**config.mk**
```make
export PLATFORM = sky130hd
export DESIGN_NAME = pic_bus_interface
export DESIGN_NICKNAME = d
export VERILOG_FILES = /design/src/rtl/pic_pkg.sv /design/src/rtl/pic_sync.sv /design/src/rtl/pic_bus_interface.sv
export SDC_FILE = /design/constraint.sdc
export NUM_CORES = 1
export LEC_CHECK = 0
export CORE_ASPECT_RATIO = 1.5
export CORE_MARGIN = 2
export CORE_UTILIZATION = 40
export DETAILED_ROUTE_END_ITERATION = 6
export PLACE_DENSITY_LB_ADDON = 0.08
export SETUP_SLACK_MARGIN = 0.5
export SLEW_MARGIN = 20
export SYNTH_ARGS = -nofsm -noshare
export SYNTH_HDL_FRONTEND = slang
export SYNTH_HIERARCHICAL = 1
export SYNTH_SLANG_ARGS = --single-unit
export TNS_END_PERCENT = 30
```
**constraint.sdc**
```tcl
create_clock -name clk -period 1.1 [get_ports clk]
set_input_delay 0.275 -clock clk [delete_from_list [all_inputs] [get_ports clk]]
set_output_delay 0.275 -clock clk [all_outputs]
set_load 0.02 [all_outputs]
```
**src/rtl/pic_pkg.sv**
```systemverilog
// Shared types and register bit positions for the 8259 PIC bus front end.
// Imported by pic_bus_interface.
package pic_pkg;

    typedef enum logic [2:0] {
        UNINIT,
        WAIT_ICW2,
        WAIT_ICW3,
        WAIT_ICW4,
        READY
    } pic_bus_state_t;

    localparam int ICW1_ID_BIT  = 4;
    localparam int SNGL_BIT     = 1;
    localparam int IC4_BIT      = 0;
    localparam int OCW3_SEL_BIT = 3;

endpackage

```
**src/rtl/pic_sync.sv**
```systemverilog
// Single-bit multi-flop synchroniser for an asynchronous, active-low CPU strobe.
// Resets to 1 (strobe inactive); output follows the input after SYNC_STAGES edges.
module pic_sync #(
    parameter int SYNC_STAGES = 2
) (
    input  logic clk,
    input  logic reset,
    input  logic din,
    output logic dout
);

    logic [SYNC_STAGES-1:0] sync_q;

    always_ff @(posedge clk) begin
        if (reset) begin
            sync_q <= '1;
        end else begin
            sync_q <= {sync_q[SYNC_STAGES-2:0], din};
        end
    end

    assign dout = sync_q[SYNC_STAGES-1];

endmodule

```
**src/rtl/pic_bus_interface.sv**
```systemverilog
// 8259 PIC bus front end: synchronises CS_/RD_/WR_, commits writes on WR_ rising edge,
// runs the ICW1..ICW4 sequence and decodes OCW1..OCW3. Optional: PIC_BUS_CONFLICT_DETECT_EN.
module pic_bus_interface
    import pic_pkg::*;
#(
    parameter int SYNC_STAGES = 2,
    parameter int DATA_WIDTH  = 8,
    parameter int ADDR_WIDTH  = 1
) (
    input  logic                  clk,
    input  logic                  reset,
    input  logic                  CS_,
    input  logic                  RD_,
    input  logic                  WR_,
    input  logic [ADDR_WIDTH-1:0] A,
    input  logic [DATA_WIDTH-1:0] D_in,
    output logic                  rd_en,
    output logic                  wr_strobe,
    output logic [ADDR_WIDTH-1:0] A_out,
    output logic [DATA_WIDTH-1:0] wdata,
    output logic                  icw1_wr,
    output logic                  icw2_wr,
    output logic                  icw3_wr,
    output logic                  icw4_wr,
    output logic                  ocw1_wr,
    output logic                  ocw2_wr,
    output logic                  ocw3_wr,
    output logic                  init_done
`ifdef PIC_BUS_CONFLICT_DETECT_EN
    ,
    output logic                  bus_conflict
`endif
);

    logic cs_s, rd_s, wr_s;
    logic cs_s_prev, wr_s_prev;
    logic [SYNC_STAGES+1:0] settle_q;
    logic settled;
    logic wr_rise;
    logic commit;
    logic is_icw1;

    pic_sync #(.SYNC_STAGES(SYNC_STAGES)) u_sync_cs (
        .clk  (clk),
        .reset(reset),
        .din  (CS_),
        .dout (cs_s)
    );

    pic_sync #(.SYNC_STAGES(SYNC_STAGES)) u_sync_rd (
        .clk  (clk),
        .reset(reset),
        .din  (RD_),
        .dout (rd_s)
    );

    pic_sync #(.SYNC_STAGES(SYNC_STAGES)) u_sync_wr (
        .clk  (clk),
        .reset(reset),
        .din  (WR_),
        .dout (wr_s)
    );

    // Commits are blanked until the synchronisers hold real pin values, so a write
    // that straddled reset cannot masquerade as a fresh WR_ rising edge.
    assign settled = settle_q[SYNC_STAGES+1];
    assign wr_rise = !wr_s_prev && wr_s;

    always_ff @(posedge clk) begin
        if (reset) begin
            cs_s_prev <= 1'b1;
            wr_s_prev <= 1'b1;
            settle_q  <= '0;
            rd_en     <= 1'b0;
            A_out     <= '0;
            wdata     <= '0;
        end else begin
            cs_s_prev <= cs_s;
            wr_s_prev <= wr_s;
            settle_q  <= {settle_q[SYNC_STAGES:0], 1'b1};
            rd_en     <= !cs_s && !rd_s && wr_s;
            if (!cs_s && !wr_s) begin
                A_out <= A;
                wdata <= D_in;
            end
        end
    end

`ifdef PIC_BUS_CONFLICT_DETECT_EN
    logic conflict_now;
    logic wr_tainted;

    assign conflict_now = !cs_s && !rd_s && !wr_s;

    // A write that overlapped a read at any point is dropped when WR_ rises.
    always_ff @(posedge clk) begin
        if (reset) begin
            wr_tainted   <= 1'b0;
            bus_conflict <= 1'b0;
        end else begin
            if (wr_rise) begin
                wr_tainted <= 1'b0;
            end else if (conflict_now) begin
                wr_tainted <= 1'b1;
            end
            if (conflict_now) begin
                bus_conflict <= 1'b1;
            end else if (commit && is_icw1) begin
                bus_conflict <= 1'b0;
            end
        end
    end

    assign commit = settled && wr_rise && !cs_s_prev && !wr_tainted;
`else
    assign commit = settled && wr_rise && !cs_s_prev;
`endif

    assign is_icw1 = !A_out[0] && wdata[ICW1_ID_BIT];

    pic_bus_state_t state, state_nxt;
    logic sngl, sngl_nxt;
    logic ic4, ic4_nxt;
    logic icw1_nxt, icw2_nxt, icw3_nxt, icw4_nxt;
    logic ocw1_nxt, ocw2_nxt, ocw3_nxt;

    always_ff @(posedge clk) begin
        if (reset) begin
            state     <= UNINIT;
            sngl      <= 1'b0;
            ic4       <= 1'b0;
            wr_strobe <= 1'b0;
            icw1_wr   <= 1'b0;
            icw2_wr   <= 1'b0;
            icw3_wr   <= 1'b0;
            icw4_wr   <= 1'b0;
            ocw1_wr   <= 1'b0;
            ocw2_wr   <= 1'b0;
            ocw3_wr   <= 1'b0;
        end else begin
            state     <= state_nxt;
            sngl      <= sngl_nxt;
            ic4       <= ic4_nxt;
            wr_strobe <= commit;
            icw1_wr   <= icw1_nxt;
            icw2_wr   <= icw2_nxt;
            icw3_wr   <= icw3_nxt;
            icw4_wr   <= icw4_nxt;
            ocw1_wr   <= ocw1_nxt;
            ocw2_wr   <= ocw2_nxt;
            ocw3_wr   <= ocw3_nxt;
        end
    end

    always_comb begin
        state_nxt = state;
        sngl_nxt  = sngl;
        ic4_nxt   = ic4;
        icw1_nxt  = 1'b0;
        icw2_nxt  = 1'b0;
        icw3_nxt  = 1'b0;
        icw4_nxt  = 1'b0;
        ocw1_nxt  = 1'b0;
        ocw2_nxt  = 1'b0;
        ocw3_nxt  = 1'b0;
        if (commit) begin
            if (is_icw1) begin
                state_nxt = WAIT_ICW2;
                icw1_nxt  = 1'b1;
                sngl_nxt  = wdata[SNGL_BIT];
                ic4_nxt   = wdata[IC4_BIT];
            end else begin
                unique case (state)
                    WAIT_ICW2: begin
                        if (A_out[0]) begin
                            icw2_nxt = 1'b1;
                            if (!sngl) begin
                                state_nxt = WAIT_ICW3;
                            end else if (ic4) begin
                                state_nxt = WAIT_ICW4;
                            end else begin
                                state_nxt = READY;
                            end
                        end
                    end
                    WAIT_ICW3: begin
                        if (A_out[0]) begin
                            icw3_nxt  = 1'b1;
                            state_nxt = ic4 ? WAIT_ICW4 : READY;
                        end
                    end
                    WAIT_ICW4: begin
                        if (A_out[0]) begin
                            icw4_nxt  = 1'b1;
                            state_nxt = READY;
                        end
                    end
                    READY: begin
                        // ICW1 already claimed D[4]=1, so with A0=0 only D[3] selects.
                        if (A_out[0]) begin
                            ocw1_nxt = 1'b1;
                        end else if (!wdata[OCW3_SEL_BIT]) begin
                            ocw2_nxt = 1'b1;
                        end else begin
                            ocw3_nxt = 1'b1;
                        end
                    end
                    default: begin
                        state_nxt = state;
                    end
                endcase
            end
        end
    end

    assign init_done = (state == READY);

endmodule

```
==> flow_metrics.env <==
export IMPL_cpMaxStageDelayCell="dfxtp_2"
export IMPL_yosysTopAreaCell="dfxtp_1"
export IMPL_vias_per_cell=4.85
export IMPL_holdBufCountCts=0
export IMPL_synthesis_area_um2=1180
export IMPL_grt_pass1_wl_mm=4.22
export IMPL_status="complete, but fails checks"
export IMPL_antenna_found_initial=0
export IMPL_start_util_pct=41.3
export IMPL_post_drt_wl_per_cell_um=13.5
export IMPL_clk_latency_ns=0.29
export IMPL_fillCellCount=218
export IMPL_antenna_left=0
export IMPL_overflow=0
export IMPL_ctsHtreeMaxLevel=2
export IMPL_cp_end_kind="primary output"
export IMPL_start_kind="register"
export IMPL_port_buffers=32
export IMPL_io_pins=33
export IMPL_drtPass1Iterations=4
export IMPL_path_clk_slew_ns=0.06
export IMPL_finalHoldViolations=0
export IMPL_path_cells="nor3_4 > buf_6"
export IMPL_core_area_um2=2850
export IMPL_holdPathStages=2
export IMPL_multi_input_area_um2=606
export IMPL_rsz0062_at_grt="yes"
export IMPL_rows=24
export IMPL_die_height_um=70.4
export IMPL_grtUsageTotal_pct=17.9
export IMPL_cts_tree="done"
export IMPL_internal_power_mw=1.95
export IMPL_drtIter0Drc=6
export IMPL_fmax_ghz=0.810
export IMPL_clock_sinks=35
export IMPL_finClkSkew_ns=0.00467
export IMPL_synth_seq_cells=35
export IMPL_synth_top_cells_by_count="dfxtp_1 (35), nand2_1 (13), a21oi_1 (12), o21ai_0 (11), or2_1 (6)"
export IMPL_clock_root_buffer="clkbuf_8"
export IMPL_die_area_um2=3400
export IMPL_synth_top_area_share_pct=59.5
export IMPL_fp_dieW_um=48.3
export IMPL_regArea_um2=736
export IMPL_p_sw_share_pct=20.1
export IMPL_syn2layout_area_growth_pct=76.4
export IMPL_nets=189
export IMPL_synth_nets=130
export IMPL_crit_path_max_fanout=2
export IMPL_path_class="register to primary output"
export IMPL_synth_edf_count=0
export IMPL_synth_area_leaders="dfxtp_1 (60%), a21oi_1 (5.1%), o21ai_0 (4.7%)"
export IMPL_gp_congestion=0.745
export IMPL_power_density_nw_per_um2=1170
export IMPL_ys_types=29
export IMPL_yosysSeqAreaShare_pct=59.5
export IMPL_p_comb_share_pct=6.1
export IMPL_vias=1042
export IMPL_dpl_cell_count=201
export IMPL_drv_slew=0
export IMPL_drive_above_1_share_pct=61.4
export IMPL_total_leakage_power_nw=0.814
export IMPL_cts_buffers=5
export IMPL_dpl_hpwl_mm=1.76
export IMPL_synth_most_common_cell="dfxtp_1"
export IMPL_setup_slack_ns=-0.135
export IMPL_drc=0
export IMPL_setup_viol=9
export IMPL_async_reset_ff_share_pct=0
export IMPL_cap_violations=0
export IMPL_yosysWarnings=6
export IMPL_hold_path_class="input port to register"
export IMPL_synth_avg_cell_area_um2=10.1
export IMPL_r2r_cells=4
export IMPL_min_period_over_period_pct=112
export IMPL_cp_arrival_ns=0.96
export IMPL_tightestPinTransition_ns=0.225
export IMPL_ir_drop_v=0.00113
export IMPL_max_slew_margin_pct=84.8
export IMPL_fin_crit_ns=1.23
export IMPL_stdcell_count=215
export IMPL_cts_path_max_buffers=2
export IMPL_whs_ns=0.251
export IMPL_synth_cells=116
export IMPL_max_stage_delay_ns=0.33
export IMPL_required_ns=0.82
export IMPL_violations="negative setup slack"
export IMPL_clockPowerShare_pct=40.7
export IMPL_ys_flop_type="dfxtp_1"
export IMPL_n_antenna_cell=0
export IMPL_seqPwrFrac_pct=53.2
export IMPL_switching_power_mw=0.490
export IMPL_drt_total_wl_mm=2.91
export IMPL_grt_max_degree=18
export IMPL_grt_pass1_vias=1019
layout by cell type (no fill, tap or decap), drive strengths merged:
master	n
o211ai	1
nor2	8
o21a	1
dlygate4sd2	3
nand3	1
o21ai	11
nand2b	2
nor4b	1
or2	9
nor3b	3
and3	1
nand4bb	1
nor2b	3
nor3	3
dfxtp	35
clkdlybuf4s50	9
nand2	13
clkbuf	9
o211a	1
inv	2
buf	42
a21oi	12
mux2i	2
nand3b	2
nor4	1
per-layer routing:
metal	up-vias	wire, um	track usage (%)
met5	-	0	0
met4	0	70	9.91
met1	500	1070	18.4
met2	23	1650	28.5
met3	7	119	7.49
li1	512	-	-
critical path, delay by kind of cell (launching register included):
kind / cells / cell delay [ns]
DFF: 1 / 0.33
and+or+nand+nor: 1 / 0.20
buffers and inverters: 1 / 0.14
cells by family after synthesis:
family / synth area share, %
compound gates: 11.9
mux: 1.70
simple gates: 24.9
buf+inv: 2.02
flops: 59.5
through the flow:
stage	power (mW)	cell area (um^2)	util [%]	TNS (ns)	setup slack, ns
after floorplan	1.36	1230	-	-0.00477	-0.00239
after CTS	2.44	1890	66.2	-0.488	-0.152
final	2.44	2080	72.8	-0.630	-0.135
after detailed placement	1.44	1700	59.7	-5.96	-0.315
after global placement	1.43	1700	59.7	-5.68	-0.284
after global routing	2.53	2080	72.8	-1.38	-0.182
worst paths after layout:
kind | slack [ns] | end | from
min reg2reg | 0.40 | rd_en | u_sync_rd/sync_q[1]
max | -0.13 | init_done | state[1]
max reg2reg | -0.10 | ic4 | cs_s_prev
min | 0.25 | cs_s_prev | reset
timing repair:
item | CTS | global route
setup buffers | 0 | 4
pin swaps | 29 | 22
gates cloned | 0 | 2
resized for setup | 152 | 38
setup endpoints to repair | 54 | 49
registers in the layout (all words and copies together), names as in the netlist:
name / count
wdata: 8
settle_q: 4
state: 3
u_sync_cs/sync_q: 2
u_sync_rd/sync_q: 2
u_sync_wr/sync_q: 2
A_out: 1
cs_s_prev: 1
ic4: 1
icw1_wr: 1
icw2_wr: 1
icw3_wr: 1
icw4_wr: 1
ocw1_wr: 1
ocw2_wr: 1
ocw3_wr: 1
rd_en: 1
sngl: 1
wr_s_prev: 1
wr_strobe: 1
layout make-up:
cell class / count / share of cell area [%]
clock buffer: 8 / 4.82
tap: 39 / 2.35
inverter: 2 / 0.361
sequential: 35 / 35.4
multi-input combinational: 76 / 29.2
timing repair buffer: 55 / 27.9
power groups by stage:
stage,clock (mW),combinational [mW],sequential [mW]
detailed placement,0,0.116,1.32
global placement,0,0.113,1.32
finish,0.991,0.149,1.30
CTS,1.02,0.120,1.30
floorplan,0,0.0370,1.33
global route,1.07,0.160,1.30
No activity file was read; power rests on OpenSTA's default activity.
